[src/rtl/mem_port_unit.sv]
// mem_port_unit: single-outstanding load/store port between the pipeline and
// a simple req/ack memory bus. It formats byte enables and store data,
// extracts and extends load data, and aborts a bus access after TIMEOUT
// BUSY cycles without an acknowledge.
module mem_port_unit #(
  parameter int TIMEOUT = 16
) (
  input  logic        clk,
  input  logic        reset,
  input  logic        mem_read,
  input  logic        mem_write,
  input  logic [1:0]  inst_size,
  input  logic        load_unsigned,
  input  logic [31:0] addr,
  input  logic [31:0] wdata,
  output logic        stall,
  output logic [31:0] rdata,
  output logic        done,
  output logic        misaligned,
  output logic        bus_err,
  output logic        bus_req,
  output logic        bus_we,
  output logic [31:0] bus_addr,
  output logic [3:0]  bus_be,
  output logic [31:0] bus_wdata,
  input  logic        bus_ack,
  input  logic [31:0] bus_rdata
);

  typedef enum logic [1:0] {
    ST_IDLE = 2'd0,
    ST_BUSY = 2'd1,
    ST_DONE = 2'd2
  } state_t;

  // Last BUSY cycle index before the abort fires (counter starts at 0).
  localparam logic [7:0] LP_TMO_LAST = 8'(TIMEOUT - 1);

  state_t      r_state;
  logic [7:0]  r_cnt;
  logic [1:0]  r_size;
  logic [1:0]  r_lo;
  logic        r_uns;
  logic        w_req;
  logic        w_fault;
  logic        w_start;

  // Size 11 is illegal; halves need even addresses, words need 4-byte alignment.
  function automatic logic f_fault(input logic [1:0] size, input logic [1:0] lo);
    case (size)
      2'b00:   f_fault = 1'b0;
      2'b01:   f_fault = lo[0];
      2'b10:   f_fault = (lo != 2'b00);
      default: f_fault = 1'b1;
    endcase
  endfunction

  function automatic logic [3:0] f_be(input logic [1:0] size, input logic [1:0] lo);
    case (size)
      2'b00:   f_be = 4'b0001 << lo;
      2'b01:   f_be = lo[1] ? 4'b1100 : 4'b0011;
      2'b10:   f_be = 4'b1111;
      default: f_be = 4'b0000;
    endcase
  endfunction

  // Replicate the store value across all lanes so the enables pick the right one.
  function automatic logic [31:0] f_wdata(input logic [1:0] size, input logic [31:0] wd);
    case (size)
      2'b00:   f_wdata = {4{wd[7:0]}};
      2'b01:   f_wdata = {2{wd[15:0]}};
      default: f_wdata = wd;
    endcase
  endfunction

  function automatic logic [31:0] f_load(input logic [1:0] size, input logic [1:0] lo,
                                         input logic uns, input logic [31:0] word);
    logic [31:0] sh;
    sh = word >> {lo, 3'b000};
    case (size)
      2'b00:   f_load = uns ? {24'h000000, sh[7:0]} : {{24{sh[7]}}, sh[7:0]};
      2'b01:   f_load = uns ? {16'h0000, sh[15:0]} : {{16{sh[15]}}, sh[15:0]};
      default: f_load = word;
    endcase
  endfunction

  assign w_req   = mem_read | mem_write;
  assign w_fault = f_fault(inst_size, addr[1:0]);
  assign w_start = (r_state == ST_IDLE) && w_req && !w_fault;

  // Pipeline hold and fault flag react within the request cycle.
  always_comb begin
    stall      = 1'b0;
    misaligned = 1'b0;
    if (reset) begin
      stall      = 1'b0;
      misaligned = 1'b0;
    end else begin
      case (r_state)
        ST_IDLE: begin
          stall      = w_start;
          misaligned = w_req && w_fault;
        end
        ST_BUSY: stall = 1'b1;
        default: stall = 1'b0;
      endcase
    end
  end

  // Transaction FSM: latch request, run bus handshake with timeout, pulse done.
  always_ff @(posedge clk or posedge reset) begin
    if (reset) begin
      r_state   <= ST_IDLE;
      r_cnt     <= 8'd0;
      r_size    <= 2'b00;
      r_lo      <= 2'b00;
      r_uns     <= 1'b0;
      rdata     <= 32'd0;
      done      <= 1'b0;
      bus_err   <= 1'b0;
      bus_req   <= 1'b0;
      bus_we    <= 1'b0;
      bus_addr  <= 32'd0;
      bus_be    <= 4'b0000;
      bus_wdata <= 32'd0;
    end else begin
      case (r_state)
        ST_IDLE: begin
          done    <= 1'b0;
          bus_err <= 1'b0;
          if (w_start) begin
            r_state   <= ST_BUSY;
            r_cnt     <= 8'd0;
            r_size    <= inst_size;
            r_lo      <= addr[1:0];
            r_uns     <= load_unsigned;
            bus_req   <= 1'b1;
            bus_we    <= mem_write;   // a simultaneous read+write is a write
            bus_addr  <= {addr[31:2], 2'b00};
            bus_be    <= f_be(inst_size, addr[1:0]);
            bus_wdata <= f_wdata(inst_size, wdata);
          end
        end
        ST_BUSY: begin
          if (bus_ack) begin
            // ack beats a coincident timeout
            r_state <= ST_DONE;
            bus_req <= 1'b0;
            bus_we  <= 1'b0;
            bus_be  <= 4'b0000;
            done    <= 1'b1;
            rdata   <= bus_we ? 32'd0 : f_load(r_size, r_lo, r_uns, bus_rdata);
          end else if (r_cnt == LP_TMO_LAST) begin
            r_state <= ST_DONE;
            bus_req <= 1'b0;
            bus_we  <= 1'b0;
            bus_be  <= 4'b0000;
            done    <= 1'b1;
            bus_err <= 1'b1;
            rdata   <= 32'd0;
          end else begin
            r_cnt <= r_cnt + 8'd1;
          end
        end
        ST_DONE: begin
          r_state <= ST_IDLE;
          done    <= 1'b0;
          bus_err <= 1'b0;
        end
        default: begin
          r_state <= ST_IDLE;
          done    <= 1'b0;
          bus_err <= 1'b0;
          bus_req <= 1'b0;
          bus_be  <= 4'b0000;
        end
      endcase
    end
  end

endmodule

[config.mk]
export PLATFORM = sky130hd
export DESIGN_NAME = mem_port_unit
export DESIGN_NICKNAME = d
export VERILOG_FILES = /design/src/rtl/mem_port_unit.sv
export SDC_FILE = /design/constraint.sdc
export NUM_CORES = 1
export LEC_CHECK = 0
export BUFFER_PORTS_ARGS = -buffer_cell sky130_fd_sc_hd__buf_2
export CELL_PAD_IN_SITES_DETAIL_PLACEMENT = 0
export CELL_PAD_IN_SITES_GLOBAL_PLACEMENT = 2
export CORE_ASPECT_RATIO = 0.75
export CORE_MARGIN = 5
export CORE_UTILIZATION = 30
export CTS_CLUSTER_SIZE = 25
export DETAILED_ROUTE_END_ITERATION = 16
export PLACE_DENSITY_LB_ADDON = 0.1
export SLEW_MARGIN = 20
export SYNTH_ARGS = -nofsm -noshare
export SYNTH_HDL_FRONTEND = slang
export SYNTH_SLANG_ARGS = --single-unit
[constraint.sdc]
create_clock -name clk -period 4.5 [get_ports clk]
set_input_delay 0.9 -clock clk [delete_from_list [all_inputs] [get_ports clk]]
set_output_delay 0.9 -clock clk [all_outputs]
set_load 0.02 [all_outputs]
==> key figures, run 1 <==
Placed design
  – DP HPWL: 12.6 mm
  – Port bufs: 207
  – Gp weighted congestion: between 0.7 and 0.8
  – Area post-placement: between 0.006 and 0.007 mm^2

CTS
  – TritonCTS clock tree: built
  – CTS Buffer Depth: 2
  – H-tree levels: 4
  – Num CTS Buffers: 17
  – Post-CTS Setup Repair Bufs: 0
  – CTS resizes: 0
  – Clock root buffer: clkbuf_16
  – Sink Count: ~120
  – CTS clk-pin slew, worst paths: 0.06 ns
  – Skew-Pair Late Insertion Delay: 0.42 ns
  – CTS Hold Buffers Added: 0

GRT
  – Initial antenna violation count: 4
  – Total Routing Usage GR: 0.161
  – Total global routing overflow: 0
  – Vias in the first global route: 4928
  – Largest net degree at the start of global routing: 100
  – First-pass GRT wire length: 27.6 mm

Detailed routing
  – Routed via count: 4675
  – DRC: 0
  – Post-DR vias/cell: slightly below 5
  – WL final: 17.6 mm
  – Met1 WL: 8.08 mm
  – Drt wl/cell: 18.2 um
  – Wire length on met2: 7.72 mm
  – WL met3: between 1.5 and 2 mm
  – 1st-iter DRT viols: between 300 and 400
  – Max layer used: met5
  – Routed Antenna Nets: 0
  – First-pass DRT Iterations: 5

Synthesis
  – Ys async rst share: 1.00
  – Synth Warn #: 0
  – Synth cell types: 53
  – Synthesized area: 0.00576 mm^2
  – Post-Syn Instances: 518
  – Ys flop type: dfrtp_1
  – Register bit total from synthesis: 117
  – Sequential fraction of the synthesis area: 0.509
  – Post-synth EDFFs: 0
  – Syn Area/Cell: 11.1 um^2

Power
  – Internal power consumption: 3.09 mW
  – P per Cell Area: 670 mW/mm^2
  – Max rail drop VDD: about 280 uV
  – Clock power share: 0.265
  – Leak: approximately 3.8 nW
  – Seq pwr share: 0.350
  – Psw: 1.96 mW
  – Gate power share: 0.384
  – Switching Share: 0.388

Job
  – Max cap viols: 0

Timing
  – Max_slew headroom: 0.384
  – Final Cycle Share: 0.727
  – Min cycle time layout: between 3 and 4 ns
  – Setup_tns: 0 ns
  – # setup viols final: 0
  – Max-slew violation count: 0
  – Final hold violations: 0
  – Worst Max-Slew Pin Slew: 0.920 ns
  – Fmax: ~0.31 GHz
  – Clock Skew: 0.00989 ns
  – RSZ-0062 raised after global routing: false

Floorplanning
  – Die area: 0.0221 mm^2
  – Initial Utilization: 0.308
  – Die width: 170 um
  – I/O pin cnt: 210
  – Die height: about 130 um
  – CORE AREA: between 0.015 and 0.02 mm^2
  – Row count: 43

Final layout
  – Share of layout cells above drive strength 1: 0.409
  – Layout Cell Area excl Fill: approximately 0.0075 mm^2
  – P&R area growth vs syn: 30.9%
  – Final #Nets: 816
  – End-of-flow core utilization: 0.404

Worst setup path
  – Critical path type: in2out
  – CP Launch Type: input pin
  – Worst path slowest cell: a2111o_2
  – CP peak stage delay: approximately 0.52 ns
  – Worst EP required: 3.60 ns
  – Critical path, cell by cell: buf_2 -> or3_1 -> a2111o_2 -> a21oi_1 -> buf_2
  – Crit path capture type: output pin
  – Critical path data arrival time: 2.37 ns
  – CP max FO: 17
  – Top cell by count, worst path: buf_2

Run status
  – Status: finished, final reports clean

Hold path
  – Min-Delay Path Class: reg2reg
## power by group through the flow
stage / registers [mW] / clock network [mW] / logic (mW)
after global placement: 1.77 / 0 / 1.96
after global routing: 1.83 / 1.42 / 2.11
after CTS: 1.77 / 1.38 / 1.97
final: 1.77 / 1.34 / 1.94
after floorplan: 2.18 / 0 / 0.872
after detailed placement: 1.78 / 0 / 1.97
## critical path, delay by kind of cell
family,cells,cell delay (ns)
compound gates,2,0.66
buf+inv,2,0.42
simple gates,1,0.38
## registers in the layout, indices dropped and copies added, names as in the netlist, 2 cells and up
register / cells
bus_addr: 30
bus_be: 4
bus_wdata: 32
r_cnt: 8
r_lo: 2
r_size: 2
r_state: 2
rdata: 32
## path summary, 6_finish.rpt
| check | start | to | slack (ns) | cells after the start |
|---|---|---|---|---|
| setup / recovery | inst_size[0] | stall | 1.23 | 5 |
| min in group asynchronous | reset | bus_addr[27]$_DFFE_PP0P_ | 0.61 | 2 |
| hold reg to reg | bus_wdata[12]$_DFFE_PP0P_ | bus_wdata[12]$_DFFE_PP0P_ | 0.48 | 2 |
| hold / removal | bus_wdata[12]$_DFFE_PP0P_ | bus_wdata[12]$_DFFE_PP0P_ | 0.48 | 2 |
| setup reg to reg | r_lo[1]$_DFFE_PP0P_ | rdata[10]$_DFFE_PP0P_ | 2.02 | 4 |
| max in group asynchronous | reset | bus_wdata[24]$_DFFE_PP0P_ | 3.06 | 3 |
## per-stage QoR
step                      std cells  hold WS [ns]  setup slack [ns]  power [mW]
after floorplan                 519         0.465             0.499        3.05
after global placement          939         0.461              1.21        3.73
after detailed placement        939         0.470              1.21        3.75
after CTS                       970         0.487              1.21        5.13
after global routing            971         0.505              1.17        5.36
final                           971         0.479              1.23        5.05
## synth_stat cells (all sizes together) (8+ instances only)
cell,count,area (um^2)
mux2i,36,360
clkbuf,25,93.8
inv,17,63.8
o21ai,54,270
mux2,44,653
dfrtp,117,2930
a21oi,16,80.1
o211ai,8,60.1
nand3,20,100
nor2,21,78.8
nand2,55,206
buf,15,128
## cells by family (layout without fill, tap and decap cells)
| family | count (synthesis) | in the layout | share of synthesized area |
|---|---|---|---|
| adders and majority gates | 1 | 1 | 0.00217 |
| AOI/OAI and AO/OA | 127 | 127 | 0.144 |
| DFF | 117 | 117 | 0.509 |
| muxes | 81 | 81 | 0.180 |
| xor gates and xnor gates | 6 | 6 | 0.00913 |
| and+or+nand+nor | 128 | 128 | 0.106 |
| other | 1 | 3 | 0.000651 |
| buffers and inverters | 57 | 261 | 0.0496 |
## cells in the final DEF, fill, tap and decap left out, drive strengths merged, types with 5 or more instances in the layout
| cell | instances |
|---|---|
| mux2i | 36 |
| a311oi | 6 |
| nand2 | 55 |
| inv | 20 |
| dfrtp | 117 |
| clkinv | 6 |
| mux2 | 44 |
| o2bb2ai | 6 |
| buf | 213 |
| o211ai | 8 |
| a221o | 7 |
| xnor2 | 5 |
| and3 | 7 |
| clkbuf | 17 |
| o21ai | 54 |
| nand3 | 20 |
| nor2 | 21 |
| a21oi | 16 |
| o22ai | 7 |
## cell type report
cell class,instances,area [um^2]
Timing Repair Buffer,213,1090
Multi-Input combinational cell,345,2550
Clock inverter,14,154
Sequential cell,117,2930
Inverter,17,68.8
Antenna cell,1,2.50
Clock buffer,17,425
Fill cell,1866,11100
Tap cell,247,309
## routing by layer
| metal | vias up | global-route usage |
|---|---|---|
| li1 | 2253 | - |
| met5 | - | 0 |
| met3 | 18 | 0.0687 |
| met2 | 161 | 0.234 |
| met1 | 2237 | 0.220 |
| met4 | 6 | 0.0484 |
No activity file was read; power rests on OpenSTA's default activity.
==> run 2: changes to the inputs <==
==> constraint.sdc (replaced) <==
create_clock -name clk -period 3.12 [get_ports clk]
set_input_delay 0.624 -clock clk [delete_from_list [all_inputs] [get_ports clk]]
set_output_delay 0.624 -clock clk [all_outputs]
set_load 0.02 [all_outputs]
==> run 2 against run 1 <==
Clock power rose by 35%. Sequential power rose by 44%. Final area rose by 0.35%. Cell count rose by 0.72%. Register-to-register slack got worse by 1.1 ns. Largest cell class unchanged. Count of clock-buffer cells in the layout did not move. Critical path depth did not move. Die area did not move. Power rose by 42%. Sequential share of layout area fell by 0.14 points. Non-clock buffer count rose by 7. Wire length fell by 1.2%.
==> key figures, run 2 (synthesis results as in run 1) <==
Timing
  – Setup_tns: 0 ns (unchanged)
  – RSZ-0062 raised after global routing: false
  – Max-slew violation count: 0 (unchanged)
  – Final Cycle Share: 0.882
  – Min cycle time layout: around 2.8 ns
  – Worst Max-Slew Pin Slew: 0.710 ns (-0.210 ns)
  – Fmax: ~0.36 GHz
  – Clock Skew: 0.0118 ns (+0.00190 ns)
  – Max_slew headroom: 0.527 (+0.143)
  – Final setup margin: 0.370 ns (-0.860 ns)
  – # setup viols final: 0 (unchanged)
  – Final hold violations: 0 (unchanged)

Run status
  – Status: finished, final reports clean

Final layout
  – Share of layout cells above drive strength 1: 0.415 (+0.00510)
  – Fin cells: 978 (+0.72%)
  – # diodes: 0 (-1)
  – Largest registers: bus_wdata (32), rdata (32), bus_addr (30)
  – Final #Nets: 823 (+0.86%)
  – Leading cell type in the layout, fill and taps excluded: buf_2
  – P&R area growth vs syn: 31.3%
  – Most frequent cells in the layout: buf_2, dfrtp_1, nand2_1

CTS
  – Post-CTS Setup Repair Bufs: 0 (unchanged)
  – CTS Hold Buffers Added: 0 (unchanged)
  – TritonCTS clock tree: built
  – Sink Count: 117 (unchanged)
  – CTS resizes: 0 (unchanged)
  – CTS clk-pin slew, worst paths: 0.05 ns (about the same)
  – H-tree levels: 4 (unchanged)
  – Skew-Pair Late Insertion Delay: 0.42 ns (about the same)
  – Num CTS Buffers: 17 (unchanged)
  – CTS Buffer Depth: 2 (unchanged)
  – Clock root buffer: clkbuf_16

Placed design
  – DP HPWL: 12.7 mm (+1.0%)
  – Gp weighted congestion: 0.770 (-0.80%)
  – Placed cell count: 946 (+0.75%)
  – Port bufs: 207 (unchanged)
  – Pre-CTS setup slack: 0.393 ns (-0.819 ns)

Worst setup path
  – Worst path slowest cell: a2111o_2
  – CP max FO: 7 (-10)
  – Critical path, cell by cell: buf_2 -> or3_1 -> a2111o_2 -> a21oi_1 -> buf_2
  – Crit path capture type: output pin
  – CP Launch Type: input pin
  – CP delay by family, top: compound AO/OA/AOI/OAI gates
  – Worst path buffer plus inverter count: 2 (unchanged)
  – Top cell by count, worst path: buf_2
  – Critical path data arrival time: 2.13 ns (-0.24 ns)
  – Worst EP required: 2.50 ns (-1.10 ns)
  – CP peak stage delay: 0.53 ns (about the same)
  – Critical path type: in2out

Power
  – Leak: 3.85 nW (+0.59%)
  – P per Cell Area: 949 mW/mm^2 (+42%)
  – Max rail drop VDD: 362 uV (+29%)
  – Pwr Total: 7.18 mW (+42%)

Detailed routing
  – First-pass DRT Iterations: 4 (-1)
  – 1st-iter DRT viols: 260 (-16%)
  – Routed via count: 4692 (+0.36%)
  – Drt wl/cell: 17.8 um (-2.0%)
  – Post-DR vias/cell: 4.80 (-0.35%)
  – Routed Antenna Nets: 0 (unchanged)
  – Max layer used: met5
  – DRC: 0 (unchanged)
  – Met1 WL: 7.82 mm (-3.2%)
  – WL met3: 1.60 mm (about the same)
  – Wire length on met2: 7.80 mm (+1.0%)
  – WL final: 17.4 mm (-1.2%)

Job
  – Max cap viols: 0 (unchanged)

Hold path
  – Min-Delay Path Class: in2async

GRT
  – Total Routing Usage GR: 0.160 (-0.00136)
  – Total global routing overflow: 0 (unchanged)
  – Largest net degree at the start of global routing: 100 (unchanged)
  – Initial antenna violation count: 3 (-1)
  – Vias in the first global route: 4964 (+0.73%)
  – First-pass GRT wire length: 27.3 mm (-1.1%)

Floorplanning
  – Die height: 130 um (unchanged)
  – I/O pin cnt: 210 (unchanged)
  – Initial Utilization: 0.308 (unchanged)
  – Row count: 43 (unchanged)
  – Die area: 0.0221 mm^2 (unchanged)
  – CORE AREA: 0.0187 mm^2 (unchanged)
  – Die width: 170 um (unchanged)
[run 2: changes by cell type in the layout (fill, tap and decap cells not counted)]
cell / before / now
buf_12: 1 / 2
buf_4: 5 / 11
bufinv_16: 2 / 0
clkinv_4: 4 / 5
diode_2: 1 / 0
inv_6: 4 / 5
inv_8: 0 / 1
nor3_1: 3 / 4
nor3_2: 1 / 0
[run 2: final cells by class]
cell class              count  area, um^2
repair buffers            220        1160
inverters                  17        67.6
well taps                 247         309
clock inverters            15         124
multi-input cells         345        2550
fillers                  1866       11100
clock buffers              17         425
flip-flops and latches    117        2930
[run 2: where the power goes]
| group | switching, mW | total (mW) | internal, mW | leakage (nW) |
|---|---|---|---|---|
| Sequential | 0.428 | 2.55 | 2.12 | 1.45 |
| Clock | 0.780 | 1.81 | 1.03 | 0.267 |
| Combinational | 1.64 | 2.82 | 1.18 | 2.13 |
| Total | 2.84 | 7.18 | 4.33 | 3.85 |
[run 2: worst paths after layout]
| check | cells past startpoint | end | slack (ns) | from |
|---|---|---|---|---|
| min in group clk | 2 | bus_addr[31]$_DFFE_PP0P_ | 0.43 | addr[31] |
| setup reg to reg | 5 | rdata[1]$_DFFE_PP0P_ | 0.90 | r_lo[0]$_DFFE_PP0P_ |
| hold / removal | 2 | r_state[0]$_DFFE_PP0P_ | 0.23 | reset |
| max in group asynchronous | 3 | rdata[21]$_DFFE_PP0P_ | 2.24 | reset |
| setup / recovery | 5 | stall | 0.37 | addr[1] |
| hold reg to reg | 2 | bus_wdata[13]$_DFFE_PP0P_ | 0.48 | bus_wdata[13]$_DFFE_PP0P_ |
[run 2: through the flow]
step	hold slack (ns)	util	area, um^2
6_report	0.232	0.405	7560
4_1_cts	0.220	0.405	7560
5_1_grt	0.247	0.405	7560
2_1_floorplan	0.465	-	5760
3_5_place_dp	0.466	0.376	7010
3_3_place_gp	0.460	0.376	7010
[run 2: routing by layer]
layer  up-vias  track usage
met2       151        0.236
met1      2266        0.213
met4         6       0.0437
met5         -            0
li1       2254            -
met3        15       0.0733
